**src/rtl/bus_sync_rx.sv**
```systemverilog
// bus_sync_rx: receiving end of a two-phase toggle req/ack bus crossing.
// Optional parity check on the incoming word via `define BUS_SYNC_RX_PARITY_EN.
module bus_sync_rx #(
    parameter int sword       = 32,
    parameter int sync_stages = 2
) (
    input  logic             CLK,
    input  logic             RST,
    input  logic             req_tgl,
    input  logic [sword-1:0] data_in,
`ifdef BUS_SYNC_RX_PARITY_EN
    input  logic             par_in,
    output logic             par_err,
`endif
    output logic             ack_tgl,
    output logic [sword-1:0] data_out,
    output logic             valid,
    input  logic             ready,
    output logic             busy
);

    typedef enum logic [0:0] {
        IDLE = 1'b0,
        HOLD = 1'b1
    } state_t;

    state_t                 state;
    logic [sync_stages-1:0] sync_q;
    logic                   req_s;
    logic                   pending;

    // Request toggle synchronizer chain; only the last stage feeds logic.
    always_ff @(posedge CLK or posedge RST) begin
        if (RST) begin
            sync_q <= '0;
        end else begin
            sync_q <= {sync_q[sync_stages-2:0], req_tgl};
        end
    end

    assign req_s   = sync_q[sync_stages-1];
    assign pending = (req_s != ack_tgl);
    assign busy    = (state != IDLE);

`ifdef BUS_SYNC_RX_PARITY_EN
    // Capture/hold/acknowledge FSM; bad-parity words are acked and dropped.
    always_ff @(posedge CLK or posedge RST) begin
        if (RST) begin
            state    <= IDLE;
            ack_tgl  <= 1'b0;
            valid    <= 1'b0;
            data_out <= '0;
            par_err  <= 1'b0;
        end else begin
            par_err <= 1'b0;
            unique case (state)
                IDLE: begin
                    if (pending) begin
                        if (^{data_in, par_in}) begin
                            par_err <= 1'b1;
                            ack_tgl <= ~ack_tgl;
                        end else begin
                            data_out <= data_in;
                            valid    <= 1'b1;
                            state    <= HOLD;
                        end
                    end
                end
                HOLD: begin
                    if (ready) begin
                        valid   <= 1'b0;
                        ack_tgl <= ~ack_tgl;
                        state   <= IDLE;
                    end
                end
            endcase
        end
    end
`else
    // Capture/hold/acknowledge FSM; every pending request is captured.
    always_ff @(posedge CLK or posedge RST) begin
        if (RST) begin
            state    <= IDLE;
            ack_tgl  <= 1'b0;
            valid    <= 1'b0;
            data_out <= '0;
        end else begin
            unique case (state)
                IDLE: begin
                    if (pending) begin
                        data_out <= data_in;
                        valid    <= 1'b1;
                        state    <= HOLD;
                    end
                end
                HOLD: begin
                    if (ready) begin
                        valid   <= 1'b0;
                        ack_tgl <= ~ack_tgl;
                        state   <= IDLE;
                    end
                end
            endcase
        end
    end
`endif

endmodule

```
**config.mk**
```make
export PLATFORM = sky130hd
export DESIGN_NAME = bus_sync_rx
export DESIGN_NICKNAME = d
export VERILOG_FILES = /design/src/rtl/bus_sync_rx.sv
export SDC_FILE = /design/constraint.sdc
export NUM_CORES = 1
export LEC_CHECK = 0
export CAP_MARGIN = 5
export CORE_MARGIN = 4
export CORE_UTILIZATION = 40
export CTS_BUF_LIST = sky130_fd_sc_hd__clkbuf_16
export DETAILED_ROUTE_END_ITERATION = 7
export PLACE_DENSITY_LB_ADDON = 0.1
export SLEW_MARGIN = 20
export SYNTH_ARGS = -nofsm -noshare
export SYNTH_HDL_FRONTEND = slang
export SYNTH_SLANG_ARGS = --single-unit
```
**constraint.sdc**
```tcl
create_clock -name CLK -period 2 [get_ports CLK]
set_clock_uncertainty 0.2 [all_clocks]
set_input_delay 0.4 -clock CLK [delete_from_list [all_inputs] [get_ports CLK]]
set_output_delay 0.4 -clock CLK [all_outputs]
set_load 0.01 [all_outputs]
```
## Yosys cells after proc, flatten, opt, wreduce, memory -nomap -nowiden

Cells that the tools add are included.

- Output and inout bits: 35
- Register bits after elaboration: 37
- Input port bits: 36
- Logic and storage cells: 19

- Equality and inequality tests: 3
- Mux-type cells: 6
- Bitwise logic cells: 2
- Reduce and logical (&&, ||, !) cells: 3

Operators with widths:

| kind | count |
|---|---|
| $reduce_and A2 Y1 | 3 |
| $mux W1 | 4 |
| $ne A2 B2 Y1 const B | 2 |
| $pmux W1 S2 | 2 |
| $not A1 Y1 | 2 |
| $ne A1 B1 Y1 | 1 |

## Logic depth before layout (Yosys ltp)

Gate-level depths: netlist (run 1).

- Depth after elaboration: 3
- Depth in mapped cells: 5
- Gate-level depth less buffers: 3

## Worst setup path after synthesis (run 1)

No wires, ideal clock.

- Path type: register -> register
- From: register ack_tgl
- To: register data_out[0]
- Required time: 1.675 ns
- Data arrival time: 1.378 ns
- Path buffers: 2
- Setup time: 0.125 ns
- Path slack: 0.297 ns
- Clock period less this slack: 1.703 ns
- Cell stages (with the launch flop): 6
- Cell sequence: dfrtp_1 > xor2_1 > nor2b_2 > buf_6 > buf_12 > mux2_4

- Word-level cells in the longest chain between the ends: 2

RTL lines:

| what | RTL line | RTL |
|---|---|---|
| start: declaration | 15 | `output logic ack_tgl,` |
| start signal: assignment | 99 | `ack_tgl <= ~ack_tgl;` |
| $ne A1 B1 Y1 | 42 | `assign pending = (req_s != ack_tgl);` |
| $reduce_and A2 Y1 (no line) | n/a |  |
| end signal: assignment | 91 | `data_out <= data_in;` |
| end: declaration | 16 | `output logic [sword-1:0] data_out,` |

No other way between the ends.
A chain may end at the register's enable or synchronous reset.

## Worst setup path in the final report (run 1)

- From: register state (netlist: busy)
- To: output busy

RTL lines:

| what | RTL line | RTL |
|---|---|---|
| start: declaration | 27 | `state_t state;` |
| start signal: assignment | 83 | `state <= IDLE;` |
| start signal: assignment | 93 | `state <= HOLD;` |
| start signal: assignment | 100 | `state <= IDLE;` |
| end: declaration | 19 | `output logic busy` |

No word-level cell between the ends.

==> results.json, run 1 <==
{
  "fin_nets": 194,
  "levels_on_crit_path": 1,
  "final_common_cell": "clkdlybuf4s50_1",
  "post-route-drc-count": 0,
  "internal_power_uw": 2980,
  "fp.coreArea_um2": 3660,
  "startpoint_type": "register",
  "seq_power_share": 0.327,
  "endpoint_of_the_worst_slack_reg_to_reg_timing_path": "data_out[27]",
  "detail_route.iter0.violations": 16,
  "fin_hold_ws_ns": 0.156,
  "postCtsHoldBufs": 0,
  "h-tree-depth": 2,
  "achievable-frequency_mhz": 529,
  "period_share": 0.946,
  "ctsResizeCount": 0,
  "hpwlAfterDp_mm": 2.24,
  "clk_pin_slew_worst_paths_ns": 0.05,
  "critical_path_launch_point": "busy",
  "timing.rr.start": "ack_tgl",
  "final_antenna_net_count": 0,
  "maxCapViolCount": 0,
  "clk_root_buffer_cell": "clkbuf_16",
  "maximum_number_of_pins_on_one_net_before_global_route_repair": 38,
  "cell_count_after_synthesis": 82,
  "peakVddDrop_mv": 0.738,
  "grt_setup_unrepaired": "no",
  "finalHoldViolCount": 0,
  "worst-path-max-fanout": 5,
  "first_pass_iteration_count_of_the_detailed_router": 3,
  "crit_path_end": "busy",
  "critPathCaptureType": "primary output",
  "die_area_um2": 4870,
  "timing.final.setup_violations": 0,
  "power.switching_uw": 1150,
  "total_power_uw": 4130,
  "placementRows": 22,
  "cp_cell_sequence": "clkdlybuf4s50_1",
  "starting_utilization_of_the_core_area": 0.417,
  "yosys_register_bits": 37,
  "worst-slew-pin-transition_ns": 0.452,
  "worst_path_dominant_cell_family": "buffers and inverters",
  "postSynthAreaPerCell_um2": 18.6,
  "share_comb_of_total_power": 0.503,
  "grt_pass1_vias": 1064,
  "antenna_cells": 0,
  "route.detailed.vias_per_inst": 4.59,
  "hold_class": "reg2reg",
  "synth.yosys.warnings": 0,
  "worst_slew_margin_rel": 0.699,
  "synth_cell_types": 13,
  "overflow": 0,
  "post_cts_buffers": 0,
  "cts-buffers-inserted": 5,
  "synthesized_nets": 118,
  "final_layout_size_suffix_gt1_frac": 0.259,
  "area_growth_pct": 57.3,
  "netlist_area_um2": 1530,
  "floorplan.io_pins": 71,
  "fin_tns_setup_ns": 0,
  "post-route-min-period_ns": 1.89,
  "clock-sinks": 37,
  "pwr_dens_nw_per_um2": 1720,
  "via_count": 946,
  "worst_stage_delay_on_the_critical_path_ns": 0.58,
  "switching_share_of_power": 0.278,
  "clockPowerShare": 0.169,
  "hold_path.startpoint": "sync_q[0]",
  "insertion_delay_ns": 0.27,
  "critPathBufInv": 1,
  "crit_slowest_cell": "clkdlybuf4s50_1",
  "layout.cells.most_common_list": "clkdlybuf4s50_1 (70), dfrtp_1 (37), mux2_4 (30)",
  "wirelength_mm": 3.05,
  "synth.yosys.seq_area_share": 0.607,
  "detail_route.wl_per_cell_um": 14.8,
  "die_span_x_um": 69.8,
  "r2r_cells": 4,
  "place.port_buffers": 70,
  "routabilityCongestion": 0.708,
  "timing.final.max_slew_violations": 0,
  "timing.setup.critical_path_class": "reg2out",
  "fp.dieH_um": 69.8,
  "critical_path_arrival_ns": 1.29,
  "initial_antenna_violation_count": 0,
  "power_leakage_uw": 0.00106,
  "outcome": "finished clean",
  "global_route.usage.total": 0.136,
  "crit_required_ns": 1.40,
  "cts_tree": "done",
  "clk_path_buf_depth": 2,
  "grt_first_pass_wirelength_mm": 5.13,
  "rrSetupSlack_ns": 0.22
}
==> cell type report <==
| cell class | instances | area, µm² |
|---|---|---|
| clock buffer | 5 | 125 |
| clock inverter | 2 | 7.51 |
| fill | 285 | 1260 |
| inverter | 2 | 7.51 |
| multi-input combinational | 39 | 526 |
| sequential | 37 | 926 |
| tap | 48 | 60.1 |
| timing repair buffer | 73 | 748 |
==> power by group through the flow <==
stage               combinational [µW]  clock, µW  sequential, µW
finish                            2080        700            1350
global route                      2200        751            1400
CTS                               2110        722            1360
detailed placement                2100          0            1360
global placement                  2080          0            1350
floorplan                         1060          0            1510
==> cell usage after synthesis (all sizes together) <==
cell / n / area, µm²
nor2b: 1 / 8.76
o22ai: 1 / 6.26
buf: 4 / 71.3
o21a: 1 / 7.51
nand2: 1 / 3.75
nor2: 1 / 3.75
dfrtp: 37 / 926
mux2: 32 / 473
inv: 2 / 7.51
xor2: 1 / 8.76
xnor2: 1 / 8.76
==> registers in the layout (all words and copies together), names as in the netlist <==
name      cells
data_out     32
sync_q        2
ack_tgl       1
busy          1
valid         1
==> stage by stage <==
stage	setup slack [ns]	instance area (µm²)	utilization	instances
after floorplan	0.297	1530	-	82
after global placement	0.260	2270	0.619	199
after detailed placement	0.239	2270	0.619	199
after CTS	0.101	2400	0.656	206
after global routing	0.0731	2400	0.656	206
final	0.108	2400	0.656	206
==> routing by layer <==
metal	wire length, µm	GRT usage	share of wire
met5	0	0	0
met4	65	0.0766	0.021
met3	254	0.0507	0.083
met2	1460	0.226	0.48
met1	1280	0.151	0.42
==> worst min path at each step <==
stage	endpoint	cells past startpoint
after CTS	sync_q[1]	0
after detailed placement	sync_q[1]	0
after global routing	sync_q[1]	0
after floorplan	sync_q[1]	0
final	sync_q[1]	0
after global placement	sync_q[1]	0
==> kinds of logic (layout without fill, tap and decap cells) <==
kind of cell,Yosys count,count (layout),synth area share
DFF,37,37,0.607
muxes,32,32,0.310
buffers and inverters,6,82,0.0517
and+or+nand+nor,3,3,0.0107
AOI/OAI and AO/OA,2,2,0.00903
xor gates and xnor gates,2,2,0.0115
Note: power is estimated with default switching activity, not from simulation.
==> run 2: changes to the inputs <==
Settings changed: CAP_MARGIN 5 to 20, SKIP_CTS_REPAIR_TIMING from default to 1.
==> results of run 2 <==
Same layout as run 1: the final DEF is identical, and so are final timing and power.
==> patch 1: new RTL, settings of run 1 <==
Set the parameter `sword` to 64 (it was 32).
--- a/src/rtl/bus_sync_rx.sv
+++ b/src/rtl/bus_sync_rx.sv
@@ -2,5 +2,5 @@
 // Optional parity check on the incoming word via `define BUS_SYNC_RX_PARITY_EN.
 module bus_sync_rx #(
-    parameter int sword       = 32,
+    parameter int sword       = 64,
     parameter int sync_stages = 2
 ) (
Interface: changed (resized data_in and data_out); port bits go from 71 to 135. The function was not compared with the original's and may differ.
==> patch 1 against run 1 <==
Synthesized cell count rose by 82%; final area rose by 90%; power rose by 92%; critical endpoint is now ack_tgl; first-iteration DRC count rose by 140%; routed wire length rose by 100%; via count rose by 83%; setup slack improved by 5.8 ps; area after synthesis rose by 87%; critical path type unchanged; sequential power rose by 87%; combinational power rose by 92%; sequential cell count rose by 32; non-clock buffer count rose by 66.
==> patch 1: results (changes against run 1) <==
* Outcome: finished, final reports clean
* FF-to-FF Start: ack_tgl
* Peak supply drop at 0.7400 mV (+0.33%)
* Synth Warn # at 0 (unchanged)
* Fillcell total at 510 (+79%)
* Biggest registers after layout: data_out (64), sync_q (2)
* Synth Net Count at 217 (+84%)
* Commonest cells in the netlist: 69 x dfrtp_1, 60 x mux2_4, 6 x buf_12
* Gpl congestion at 0.6898 (-2.5%)
* CTS Buf Count at 9 (+4)
* WHS Path Cells at 0 (unchanged)
* Pre-CTS setup slack at 149.7 ps (-89.40 ps)
* Share of cells above drive strength 1 at 27.46% (+1.5 points)
* Drt first-iter violations at 38 (+22)
* Port-buffer cells at 134 (+91%)
* Gr usage total at 14.97% (+1.3 points)
* First-pass GRT wire length at 9853 um (+92%)
* Final std cells w/o fill at 391 (+90%)
* Max incr delay on CP at 590 ps
* Post-CTS Setup Bufs at 0 (unchanged)
* HPWL Detailed at 4508 um (+100%)
* Setup slack after layout at 113.6 ps (+5.790 ps)
* Reg clk slew, reported paths at 50 ps (about the same)
* CP max-delay cell: clkdlybuf4s50_1
* Compound-Gate Fraction of Synth Area at 0.4816% (-0.42 points)
* Hold Crit Start: sync_q[0]
* Vias per cell at 4.435 (-3.4%)
* Hold_ws at 148.2 ps (-7.921 ps)
* Resized Gates After CTS at 0 (unchanged)
* Worst EP arrival at 1290 ps (about the same)
* Sw Pwr at 2.197 mW (+91%)
* Hold Path Class: reg -> reg
* Number of global-route vias before repair at 1835 (+72%)
* Synth area leaders: dfrtp_1 60%, mux2_4 32%, buf_12 4.2%
* Slew HR at 76.36% (+6.5 points)
* Clk root buf: clkbuf_16
* Final nets at 360 (+86%)
* R2R Setup Slk at 170 ps (-50 ps)
* Synth cell types at 13 (unchanged)
* H-tree lvl count at 3 (+1)
* Multiplexer share of the synthesized area at 33.10% (+2.1 points)
* Crit path kind: reg -> out
* Initial antenna violation count at 0 (unchanged)
* CP endpoint: ack_tgl
* Crit Path Max Fanout at 3 (-2)
* Drt total wl at 6147 um (+100%)
* Placed Cells incl. Taps at 377 (+89%)
* Adder-cell share of the synthesized area at 0% (unchanged)
* Clk Latency, worst-skew pair at 310 ps (+40 ps)
* Worst hold endpoint: sync_q[1]
* Largest net degree at the start of global routing at 42 (+11%)
* Area after DPL at 4282 sq um (+89%)
* Synth Instances at 149 (+82%)
* DR pass1 iterations at 4 (+1)
* Post-synthesis sequential area ratio at 60.42% (-0.29 points)
* Post-Synth XOR/XNOR Area at 0.6130% (-0.54 points)
* Reg2reg end: data_out[15]
* Async SR Flop Fraction at 100.0% (unchanged)
* P_leak at 1.991 nW (+88%)
==> patch 1: final cells by class <==
cell class,instances,area [sq um],share of cell area (%)
Clock buffer,9,225.2,4.948
Clock inverter,5,45.04,0.9896
Inverter,2,11.26,0.2474
Tap cell,96,120.1,2.639
Sequential cell,69,1727,37.93
Timing Repair Buffer,139,1429,31.39
Multi-Input combinational cell,71,994.7,21.85
==> patch 1: power groups by stage <==
stage | Clock (mW) | Sequential [mW] | Combinational [mW]
after floorplan | 0 | 2.83 | 2.04
after global placement | 0 | 2.51 | 4.00
after detailed placement | 0 | 2.52 | 4.04
after CTS | 1.48 | 2.53 | 4.06
after global routing | 1.55 | 2.63 | 4.20
final | 1.43 | 2.52 | 3.99
==> patch 1: layer usage <==
metal	wire length (um)	up-vias	global-route usage (%)
li1	-	800	-
met1	2655	847	19.77
met2	2811	81	21.45
met3	584	6	6.661
met4	96	0	5.941
met5	0	-	0
==> patch 2: new RTL, flow settings as in run 1 <==
Made on the original files. Add a define of `BUS_SYNC_RX_PARITY_EN`.
--- a/src/rtl/bus_sync_rx.sv
+++ b/src/rtl/bus_sync_rx.sv
@@ -1,4 +1,6 @@
 // bus_sync_rx: receiving end of a two-phase toggle req/ack bus crossing.
 // Optional parity check on the incoming word via `define BUS_SYNC_RX_PARITY_EN.
+`define BUS_SYNC_RX_PARITY_EN
+
 module bus_sync_rx #(
     parameter int sword       = 32,
Ports: changed (added par_err and par_in); port bits go from 71 to 73. No check against the original RTL was run, so the function may have changed too.
==> patch 2 against run 1 <==
Largest cell class is now multi-input gates; register-to-register slack got worse by 70 ps; routed wire length is 44% higher; sequential cell count grew 1; non-clock buffer count grew 11; count of clock-buffer cells in the layout stayed put; setup slack got worse by 720 ps; area after synthesis increased by 20%; utilization is 5.0 points higher; cell count rose by 24%; the run now ends with negative setup slack left; power is 39% higher; final area rose by 29%; worst hold slack got worse by 1.6 ps; first-iteration DRC count grew to 2.6 times the old value.
==> patch 2: results (changes against run 1) <==
* Outcome: complete, but fails checks
* Failing checks: negative setup slack
* Crit Path Max Fanout at 7 (+2)
* Crit path kind: in -> reg
* Gpl congestion at 0.7355 (+3.9%)
* P_leak at 1.408 nW (+33%)
* Worst hold endpoint: data_out[15]
* Drt first-iter violations at 41 (+25)
* Final setup vio count at 36 (+36)
* Commonest cells in the netlist: 38 x dfrtp_1, 28 x mux2_4, 27 x xnor2_1
* PwrDens at 1853 nW/um^2 (+7.6%)
* Share of cells above drive strength 1 at 44.61% (+19 points)
* Synth cell types at 14 (+1)
* Setup slack after layout at -613.8 ps (-721.7 ps)
* R2R Setup Slk at 150 ps (-70 ps)
* Worst EP arrival at 2570 ps (+1280 ps)
* Clk power at 727 uW (+3.9%)
* Fillcell total at 298 (+4.6%)
* DR pass1 iterations at 4 (+1)
* Final nets at 240 (+24%)
* Gr usage total at 16.29% (+2.6 points)
* Register-to-Register Path Depth at 6 (+2)
* Hold Path Class: in -> reg
* Final TNS setup at -18770 ps (-18770 ps)
* Number of global-route vias before repair at 1378 (+30%)
* WHS Path Cells at 2 (+2)
* Post-synthesis sequential area ratio at 51.95% (-8.8 points)
* Largest net degree at the start of global routing at 39 (+2.6%)
* Hold Crit Start: data_in[15]
* Synth area leaders: dfrtp_1 52%, mux2_4 23%, xnor2_1 13%
* Switching part of the total at 29.95% (+2.2 points)
* Comb. pwr at 3.57 mW (+72%)
## patch 2: cell types whose count changed in the layout (fill, tap and decap cells not counted), sizes merged, moves of 2 or more
cell | before | now
a21o | 0 | 2
xor2 | 1 | 4
buf | 3 | 32
dlygate4sd2 | 0 | 8
xnor2 | 1 | 28
clkdlybuf4s15 | 0 | 2
clkdlybuf4s50 | 70 | 42
mux2i | 0 | 2
## patch 2: cells by family after synthesis
group,after synthesis,share of synthesized area [%]
compound gates,2,0.8200
simple gates,3,1.503
xor+xnor,33,16.95
flops,38,51.95
buf+inv,5,2.256
mux,34,26.52
## patch 2: through the flow
stage	hold slack [ps]	cells	setup slack, ps	cell area [sq um]
after floorplan	131.2	115	-665.2	1857
after global placement	142.6	240	-1216	2664
after detailed placement	154.9	240	-1257	2664
after CTS	149.2	258	-548.2	3064
after global routing	153.1	256	-685.1	3093
final	154.5	256	-613.8	3093
## patch 2: repair_timing
action | in CTS | in global routing
setup buffers | 8 | 2
resized for setup | 135 | 20
setup endpoints to repair | 36 | 37
gates cloned | 3 | 0
pin swaps | 29 | 10
## patch 2: critical path, stage by stage
cell	delay (ps)
buf_8	100
xor2_2	170
xnor2_2	200
xnor2_2	150
xnor3_1	450
xnor2_2	170
nor3b_4	220
buf_4	150
buf_6	120
buf_12	130
mux2_4	300
## patch 2: metal layers
layer	up-vias	global-route usage, %	wire length (um)
met5	-	0	0
met4	0	6.019	82
met3	9	3.694	244
met2	44	28.00	2326
met1	596	19.97	1727
li1	563	-	-
## patch 2: layout make-up
type | instances | area share [%]
Clock buffer | 5 | 4.045
Clock inverter | 3 | 0.4045
Inverter | 2 | 0.2427
Multi-Input combinational cell | 72 | 34.14
Sequential cell | 38 | 30.78
Tap cell | 52 | 2.104
Timing Repair Buffer | 84 | 28.28
